## src/rtl/rv32i_pkg.sv

```systemverilog
// Shared RV32I decode constants and the operand-usage decoder used by operand fetch.
package rv32i_pkg;
    localparam int REG_IDX_W = 5;
    localparam int RF_IDX_W  = 6;

    localparam logic [6:0] LUI    = 7'b0110111;
    localparam logic [6:0] AUIPC  = 7'b0010111;
    localparam logic [6:0] JAL    = 7'b1101111;
    localparam logic [6:0] JALR   = 7'b1100111;
    localparam logic [6:0] BRANCH = 7'b1100011;
    localparam logic [6:0] LOAD   = 7'b0000011;
    localparam logic [6:0] STORE  = 7'b0100011;
    localparam logic [6:0] OP_IMM = 7'b0010011;
    localparam logic [6:0] OP     = 7'b0110011;
    localparam logic [6:0] SYSTEM = 7'b1110011;

    typedef struct packed {
        logic                 uses_rs1;
        logic                 uses_rs2;
        logic                 writes_rd;
        logic [REG_IDX_W-1:0] rs1;
        logic [REG_IDX_W-1:0] rs2;
        logic [REG_IDX_W-1:0] rd;
    } dec_t;

    function automatic dec_t decode(input logic [31:0] instr);
        dec_t       d;
        logic [6:0] opc;
        logic [2:0] f3;
        logic       csr_reg;
        opc     = instr[6:0];
        f3      = instr[14:12];
        // CSR ops with a register source (CSRRW/S/C); immediate forms have funct3[2]=1
        csr_reg = (opc == SYSTEM) && !f3[2] && (f3 != 3'd0);
        d.rs1   = instr[19:15];
        d.rs2   = instr[24:20];
        d.rd    = instr[11:7];
        d.uses_rs1 = (opc == JALR) || (opc == BRANCH) || (opc == LOAD) || (opc == STORE) ||
                     (opc == OP_IMM) || (opc == OP) || csr_reg;
        d.uses_rs2 = (opc == BRANCH) || (opc == STORE) || (opc == OP);
        d.writes_rd = ((opc == LUI) || (opc == AUIPC) || (opc == JAL) || (opc == JALR) ||
                       (opc == LOAD) || (opc == OP_IMM) || (opc == OP) ||
                       ((opc == SYSTEM) && (f3 != 3'd0))) && (d.rd != '0);
        return d;
    endfunction
endpackage

```

## src/rtl/operand_scoreboard.sv

```systemverilog
// Busy bits for x1..x31; a set in the same cycle as a clear of that index wins.
module operand_scoreboard
    import rv32i_pkg::*;
(
    input  logic                 clk,
    input  logic                 rst,
    input  logic                 set_en,
    input  logic [REG_IDX_W-1:0] set_idx,
    input  logic                 clr_en,
    input  logic [REG_IDX_W-1:0] clr_idx,
    input  logic                 fclr_en,
    input  logic [REG_IDX_W-1:0] fclr_idx,
    output logic [31:0]          busy
);
    logic [31:1] busy_q;

    always_ff @(posedge clk) begin
        if (rst) begin
            busy_q <= '0;
        end else begin
            for (int i = 1; i < 32; i++) begin
                if (set_en && set_idx == REG_IDX_W'(i))
                    busy_q[i] <= 1'b1;
                else if ((clr_en && clr_idx == REG_IDX_W'(i)) ||
                         (fclr_en && fclr_idx == REG_IDX_W'(i)))
                    busy_q[i] <= 1'b0;
            end
        end
    end

    assign busy = {busy_q, 1'b0};
endmodule

```

## src/rtl/operand_fetch.sv

```systemverilog
// Operand fetch stage: scoreboard hazard check, writeback bypass and a single
// registered output slot with backpressure and flush.
module operand_fetch
    import rv32i_pkg::*;
#(
    parameter int STALL_CNT_W = 32
) (
    input  logic                   clk,
    input  logic                   rst,
    input  logic                   in_valid,
    output logic                   in_ready,
    input  logic [31:0]            in_instr,
    input  logic [31:0]            in_pc,
    output logic [RF_IDX_W-1:0]    rf_rs1,
    output logic [RF_IDX_W-1:0]    rf_rs2,
    input  logic [31:0]            rf_rd_rs1,
    input  logic [31:0]            rf_rd_rs2,
    input  logic                   wb_valid,
    input  logic                   wb_we,
    input  logic [RF_IDX_W-1:0]    wb_rd,
    input  logic [31:0]            wb_data,
    input  logic                   flush,
    output logic                   out_valid,
    input  logic                   out_ready,
    output logic [31:0]            out_instr,
    output logic [31:0]            out_pc,
    output logic [31:0]            out_op1,
    output logic [31:0]            out_op2,
    output logic [STALL_CNT_W-1:0] stall_cnt
);
    dec_t                 dec;
    logic [31:0]          busy;
    logic                 wb_ok, byp1, byp2, hazard, capture;
    logic [31:0]          op1, op2;
    logic                 out_sets_rd;
    logic [REG_IDX_W-1:0] out_rd;

    always_comb dec = decode(in_instr);

    assign rf_rs1 = {1'b0, dec.rs1};
    assign rf_rs2 = {1'b0, dec.rs2};

    // Writebacks to x0 or the upper (non-integer) index space never touch state
    assign wb_ok = wb_valid && !wb_rd[5] && (wb_rd[4:0] != '0);
    assign byp1  = wb_ok && wb_we && (wb_rd[4:0] == dec.rs1);
    assign byp2  = wb_ok && wb_we && (wb_rd[4:0] == dec.rs2);

    assign op1 = !dec.uses_rs1 ? 32'd0 : (byp1 ? wb_data : rf_rd_rs1);
    assign op2 = !dec.uses_rs2 ? 32'd0 : (byp2 ? wb_data : rf_rd_rs2);

    assign hazard = (dec.uses_rs1 && busy[dec.rs1] && !byp1) ||
                    (dec.uses_rs2 && busy[dec.rs2] && !byp2) ||
                    (dec.writes_rd && busy[dec.rd] && !(wb_ok && wb_rd[4:0] == dec.rd));

    assign in_ready = !rst && !hazard && !flush && (!out_valid || out_ready);
    assign capture  = in_valid && in_ready;

    operand_scoreboard u_sb (
        .clk      (clk),
        .rst      (rst),
        .set_en   (capture && dec.writes_rd),
        .set_idx  (dec.rd),
        .clr_en   (wb_ok),
        .clr_idx  (wb_rd[4:0]),
        .fclr_en  (flush && out_valid && out_sets_rd),
        .fclr_idx (out_rd),
        .busy     (busy)
    );

    always_ff @(posedge clk) begin
        if (rst) begin
            out_valid   <= 1'b0;
            out_instr   <= '0;
            out_pc      <= '0;
            out_op1     <= '0;
            out_op2     <= '0;
            out_sets_rd <= 1'b0;
            out_rd      <= '0;
        end else if (flush) begin
            out_valid <= 1'b0;
        end else if (capture) begin
            out_valid   <= 1'b1;
            out_instr   <= in_instr;
            out_pc      <= in_pc;
            out_op1     <= op1;
            out_op2     <= op2;
            out_sets_rd <= dec.writes_rd;
            out_rd      <= dec.rd;
        end else if (out_ready) begin
            out_valid <= 1'b0;
        end
    end

    always_ff @(posedge clk) begin
        if (rst)
            stall_cnt <= '0;
        else if (in_valid && !in_ready)
            stall_cnt <= stall_cnt + 1'b1;
    end
endmodule

```

## config.mk

```make
export PLATFORM = sky130hd
export DESIGN_NAME = operand_fetch
export DESIGN_NICKNAME = d
export VERILOG_FILES = /design/src/rtl/rv32i_pkg.sv /design/src/rtl/operand_scoreboard.sv /design/src/rtl/operand_fetch.sv
export SDC_FILE = /design/constraint.sdc
export NUM_CORES = 1
export LEC_CHECK = 0
export CORE_UTILIZATION = 51
export DETAILED_ROUTE_END_ITERATION = 12
export GPL_ROUTABILITY_DRIVEN = 0
export GPL_TIMING_DRIVEN = 0
export PLACE_DENSITY = 0.83
export REMOVE_ABC_BUFFERS = 1
export SLEW_MARGIN = 0
export SYNTH_ARGS = -nofsm -noshare
export SYNTH_HDL_FRONTEND = slang
export SYNTH_SLANG_ARGS = --single-unit
```

## constraint.sdc

```tcl
create_clock -name clk -period 9.15 [get_ports clk]
set_input_delay 1.3725 -clock clk [delete_from_list [all_inputs] [get_ports clk]]
set_output_delay 1.3725 -clock clk [all_outputs]
set_load 0.005 [all_outputs]
```

# ---- Word level (Yosys, flattened, before mapping)
# Index checks and enable logic that the tools add are counted.
dict set report classes {
  bitwise_logic 1
  eq_ne 106
  add_sub_neg 1
  mux 74
  n_reduce_logical 213
  n_lt_le_gt_ge 3
}
# op n
set op_table {}
lappend op_table {{$eq 5x5->1 const B} 48}
lappend op_table {{$mux 32} 4}
lappend op_table {{$eq 5x4->1 const B} 24}
lappend op_table {{$logic_and 1x1->1} 117}
lappend op_table {{$mux 1} 67}
lappend op_table {{$reduce_bool 2->1} 32}
lappend op_table {{$eq 5x3->1 const B} 12}
lappend op_table {{$logic_or 1x1->1} 49}
lappend op_table {{$add 32x1->32 const B} 1}
lappend op_table {{$eq 5x2->1 const B} 6}
lappend op_table {{$eq 7x7->1 const B} 4}
lappend op_table {{$eq 7x6->1 const B} 3}
lappend op_table {{$lt 5x6->1 const B} 3}
lappend op_table {{$bmux 1 s5} 3}
lappend op_table {{$eq 5x1->1 const B} 3}
lappend op_table {{$eq 5x5->1} 3}
lappend op_table {{$eq 7x5->1 const B} 2}
lappend op_table {{$logic_not 1->1} 10}
lappend op_table {{$reduce_bool 5->1} 2}
lappend op_table {{$eq 7x2->1 const B} 1}
lappend op_table {{$reduce_bool 3->1} 1}
lappend op_table {{$reduce_and 2->1} 1}
lappend op_table {{$reduce_or 2->1} 1}
lappend op_table {{$not 1->1} 1}
dict set report totals {
  word_cells 437
  in_bits 173
  reg_bits 198
}

# ---- Depth between registers and ports, before layout
dict set report depth {
  depth_word 20
  depth_mapped 11
  mapped_depth_nobuf 7
}

# ---- Hierarchy
# A second synthesis with hierarchy kept.
dict set report unflattened {
  cells_unflattened 1022
  area_unflattened_um2 9811.9
}
# module seq_area_each_um2 n_inst cells_per_inst area_per_inst_um2
set by_module_without_submodules {}
lappend by_module_without_submodules {operand_fetch 3243.1 1 843 8230.4}
lappend by_module_without_submodules {operand_scoreboard 620.6 1 179 1581.5}

# ---- Least setup slack after synthesis
# OpenSTA, ideal clock, no wires.
dict set report synth_path {
  path_type {input to output}
  startpoint {input wb_rd[0]}
  endpoint {output in_ready}
  slack_ns 4.377
  path_buffers 2
  t_arrival_ns 3.400
  path_stages 8
  required_time_ns 7.777
  path_cell_list {clkbuf_1 -> xor2_1 -> or4_1 -> nor4_4 -> o31ai_1 -> a21oi_2 -> clkbuf_1 -> and2_1}
}
dict set report synth_via {
  elab_chain_cells 12
  word_cells_on_any_way 21
  classes_between {3 x eq/ne; 18 x reduce/logical}
}
# element line
set synth_lines {}
lappend synth_lines {{from (decl)} operand_fetch.sv:20} ;# input logic [RF_IDX_W-1:0] wb_rd,
lappend synth_lines {{$reduce_bool 5->1} operand_fetch.sv:44} ;# assign wb_ok = wb_valid && !wb_rd[5] && (wb_rd[4:0] != '0);
lappend synth_lines {{$logic_and 1x1->1} operand_fetch.sv:44}
lappend synth_lines {{$logic_and 1x1->1} {operand_fetch.sv:45, operand_fetch.sv:46}}
lappend synth_lines {{$logic_and 1x1->1, on equally long branches} {operand_fetch.sv:45, operand_fetch.sv:46}}
lappend synth_lines {{$logic_not 1->1, on equally long branches} {operand_fetch.sv:51, operand_fetch.sv:52}}
lappend synth_lines {{$logic_and 1x1->1, on equally long branches} {operand_fetch.sv:51, operand_fetch.sv:52}}
lappend synth_lines {{$logic_or 1x1->1} operand_fetch.sv:51} ;# assign hazard = (dec.uses_rs1 && busy[dec.rs1] && !byp1) ||
lappend synth_lines {{$logic_or 1x1->1 (*)} operand_fetch.sv:52} ;# (dec.uses_rs2 && busy[dec.rs2] && !byp2) ||
lappend synth_lines {{$logic_not 1->1 (*)} operand_fetch.sv:55} ;# assign in_ready = !rst && !hazard && !flush && (!out_valid || out_ready);
lappend synth_lines {{$logic_and 1x1->1 (*) (3 in series)} operand_fetch.sv:55}
lappend synth_lines {{to (decl)} operand_fetch.sv:11} ;# output logic in_ready,
# Every way passes the cells marked *; elsewhere a longest branch is shown, timed or not.

# ---- Worst setup path in the final report
dict set report layout_path {
  startpoint {input in_instr[20]}
  endpoint {output in_ready}
}
dict set report layout_via {
  elab_chain_cells 10
  word_cells_on_any_way 13
  classes_between {1 x eq/ne; 2 x mux; 10 x reduce/logical}
}
# element line
set layout_lines {}
lappend layout_lines {{from (decl)} operand_fetch.sv:12} ;# input logic [31:0] in_instr,
lappend layout_lines {{$bmux 1 s5 / $eq 5x5->1 (equally long branches)} {operand_fetch.sv:52, operand_fetch.sv:46}}
lappend layout_lines {{$mux 1 (implied by the code) / $logic_and 1x1->1 (equally long branches)} {operand_fetch.sv:52, operand_fetch.sv:46}}
lappend layout_lines {{$logic_and 1x1->1 / $logic_not 1->1 (equally long branches)} operand_fetch.sv:52}
lappend layout_lines {{$logic_and 1x1->1 (*)} operand_fetch.sv:52}
lappend layout_lines {{$logic_or 1x1->1 (*)} operand_fetch.sv:51}
lappend layout_lines {{$logic_or 1x1->1 (*)} operand_fetch.sv:52}
lappend layout_lines {{$logic_not 1->1 (*)} operand_fetch.sv:55}
lappend layout_lines {{$logic_and 1x1->1 (*) (3 in series)} operand_fetch.sv:55}
# Every way passes the cells marked *; elsewhere a longest branch is shown, timed or not. The select of a mux whose other input is x is not followed.

==> metrics.txt <==
Starting Density 51.8%; Hold Vio Cnt, Final 0; RR Endpoint out_pc[7]; post-CTS sizing 0; period utilization 69.5%; Req. time, crit path 7.78 ns; cell leakage power 0.00566 uW; fillcell total 1628; R2R cell count 10; die width 148 um; skew final about 0.017 ns; Post-synth EDFFs 0; HPWL after DPL between 20 and 25 mm; crit path capture type output port; Post-Place Worst Slack around 2.3 ns; CP arrival between 4 and 5 ns; Synth area leader dfxtp_1; cell row count 53; drt via density 5.82; internal reg-to-reg setup slack 4.73 ns; CP top delay family compound AO/OA/AOI/OAI gates; Max-slew headroom 9.16%; Synth Register Bits 193; Synth Warn # 0; CTS root buffer clkbuf_16; Hold Crit Class flip-flop to flip-flop; synthesized area 10900 sq um; Compound-Gate Fraction of Synth Area a little under an eighth; sequential fraction of the synthesis area 35.6%; H-Tree Depth 4; adder-cell share of the synthesized area less than 1%; global routing usage on met3 between 8 and 9%; Yosys cell types 53; met1 track demand over resource 38.2%; top-area cell type share of the netlist area between 30% and 40%; CP Max Fanout 17; Syn Inst Count between 1000 and 1500; DR WL/cell 19.6 um; multiplexer area fraction after synthesis between 20% and 30%; Syn-to-layout area delta 38.0%; DRC 0; Simple-Gate Fraction of Synth Area about 22%; Post CTS Setup Buffer Count 0; IO Port Bufs approximately 340; crit path time final about 6.4 ns; Crit path buffers/inverters 2; Top Ports around 350; Final Non-Filler Cells 1742; CTS tree done; number of cells on the worst hold path 2; synthesized area per cell approximately 9.2 sq um; FF-to-FF Start u_sb.busy_q[10]; share of cells above drive strength 1 15.9%; first-pass GRT wire length 52.9 mm; TNS Setup 0 ns; Max Cap Viol 0; outcome finished clean; crit path max-delay cell type a2111oi_0; DR pass1 iterations 6; Crit Path Class primary input to output port; max incr delay on CP 0.89 ns; CTS hold repair buffers 0; initial DRC count 902; Clock Path Buffers 2; # setup viols final 0; worst vdd ir 113 uV; total gr overflow 0; XOR/XNOR Fraction of Synth Area 1.21%; dpl cells 1709; die footprint 21900 sq um; Clk Latency, worst-skew pair 0.45 ns; busiest layer in global routing met2; clock sinks 193; post-route ant nets 0; Total Wirelength 34.2 mm; CTS buffer count 17; die height 148 um; Fmax 157 MHz; commonest non-fill, non-tap cell in the layout clkdlybuf4s50_1; main combinational cell family by area after synthesis multiplexers; CP cell instances clkdlybuf4s50_1, nor4bb_1, a2111oi_0, o211ai_1, nor4bb_1, a21oi_2, and2_1, clkdlybuf4s50_1; Pwr Density ~130 nW/um^2; total number of vias 10100; core footprint 21000 sq um; RSZ-0062 raised after global routing false; startpoint types primary input; Hold Crit Endpoint out_instr[16]; vias in the first global route between 9000 and 10000; # nets final 1627; Hold Path Origin out_instr[16]; met2 Use GR roughly 50%; Synth Flop Type dfxtp_1; async set-reset flop share out of synthesis 0%; Slew Limit Fails 0; Clock Pin Slew Worst Setup and Hold Paths 0.07 ns; Total Routing Usage GR 30.8%; commonest non-fill, non-tap cells in the layout clkdlybuf4s50_1, dfxtp_1, nor2b_1; final core utilization 71.5%; top cells by area, synth dfxtp_1, mux2_2, nor2b_1; measured slew at the worst slew-check pin approximately 1.4 ns; initial antenna violation count 4; final setup margin 2.79 ns; largest net degree at the start of global routing approximately 100
[cell usage after synthesis (13+ instances only)]
cell type	n
a211oi_1	16
nor2_1	77
clkbuf_1	69
or2_2	13
a21oi_1	41
dfxtp_1	193
nor2b_1	162
mux4_2	13
o2111ai_1	18
a2111oi_0	17
mux2_2	158
o21ai_0	18
o211a_1	15
nand2_1	109
mux2i_1	56
o41ai_1	31
nand3_1	26
buf_2	22
[through the flow]
| step | hold slack (ns) | area (sq um) | power, uW |
|---|---|---|---|
| finish | 0.473 | 15000 | 1970 |
| detailed placement | 0.463 | 14400 | 1220 |
| floorplan | 0.454 | 10400 | 1030 |
| global route | 0.501 | 15000 | 2040 |
| global placement | 0.448 | 14200 | 1240 |
| CTS | 0.473 | 15000 | 1980 |
[area by class of cell]
| class | count | area [sq um] | area share [%] |
|---|---|---|---|
| flip-flops and latches | 193 | 3860 | 25.8 |
| clock buffers | 17 | 425 | 2.84 |
| inverters | 12 | 45.0 | 0.300 |
| repair buffers | 353 | 3610 | 24.1 |
| well taps | 275 | 344 | 2.29 |
| diodes | 1 | 2.50 | 0.0167 |
| multi-input cells | 876 | 6530 | 43.6 |
| clock inverters | 15 | 169 | 1.13 |
[how the worst max path moves through the flow]
| stage | cells after the start | start | slack, ns | end |
|---|---|---|---|---|
| 2_1_floorplan | 7 | in_instr[12] | -1.13 | out_instr[0] |
| 5_1_grt | 9 | in_instr[15] | 2.62 | in_ready |
| 3_3_place_gp | 7 | rst | -8.22 | out_op2[24] |
| 6_report | 8 | in_instr[20] | 2.79 | in_ready |
| 4_1_cts | 9 | in_instr[15] | 2.38 | in_ready |
| 3_5_place_dp | 11 | in_instr[15] | 2.26 | out_pc[13] |
[power by group]
group | internal (uW) | total [uW] | switching, uW
combinational | 185 | 325 | 140
sequential | 868 | 883 | 15.3
clock | 390 | 764 | 374
[state kept, by name (all words and copies together) (netlist names)]
register and cells:
stall_cnt 32, out_instr 32, out_op1 32, out_op2 32, out_sets_rd 1, out_pc 32
u_sb.busy_q 31, out_valid 1
[cells by family (layout without fill, tap and decap cells)]
| group | after synthesis | in the layout |
|---|---|---|
| adder cells (fa/ha/maj) | 1 | 1 |
| buffers and inverters | 119 | 397 |
| AO/OA/AOI/OAI | 173 | 173 |
| multiplexers | 227 | 227 |
| XOR/XNOR | 15 | 15 |
| AND/OR/NAND/NOR | 458 | 458 |
| other | 1 | 3 |
| flip-flops | 193 | 193 |
[worst min-delay path, stage by stage, from the launching register on]
cell     delay [ns]
dfxtp_1        0.32
nand2_1        0.06
mux2i_1        0.06
[routing by layer]
metal | share of wire (%) | wire [um] | up-vias
met5 | 0.13 | 46 | -
met4 | 4.2 | 1440 | 6
met3 | 8.8 | 2990 | 102
met2 | 48 | 16300 | 498
met1 | 39 | 13400 | 4790
li1 | - | - | 4750
Power figures use the tool's default switching activity.
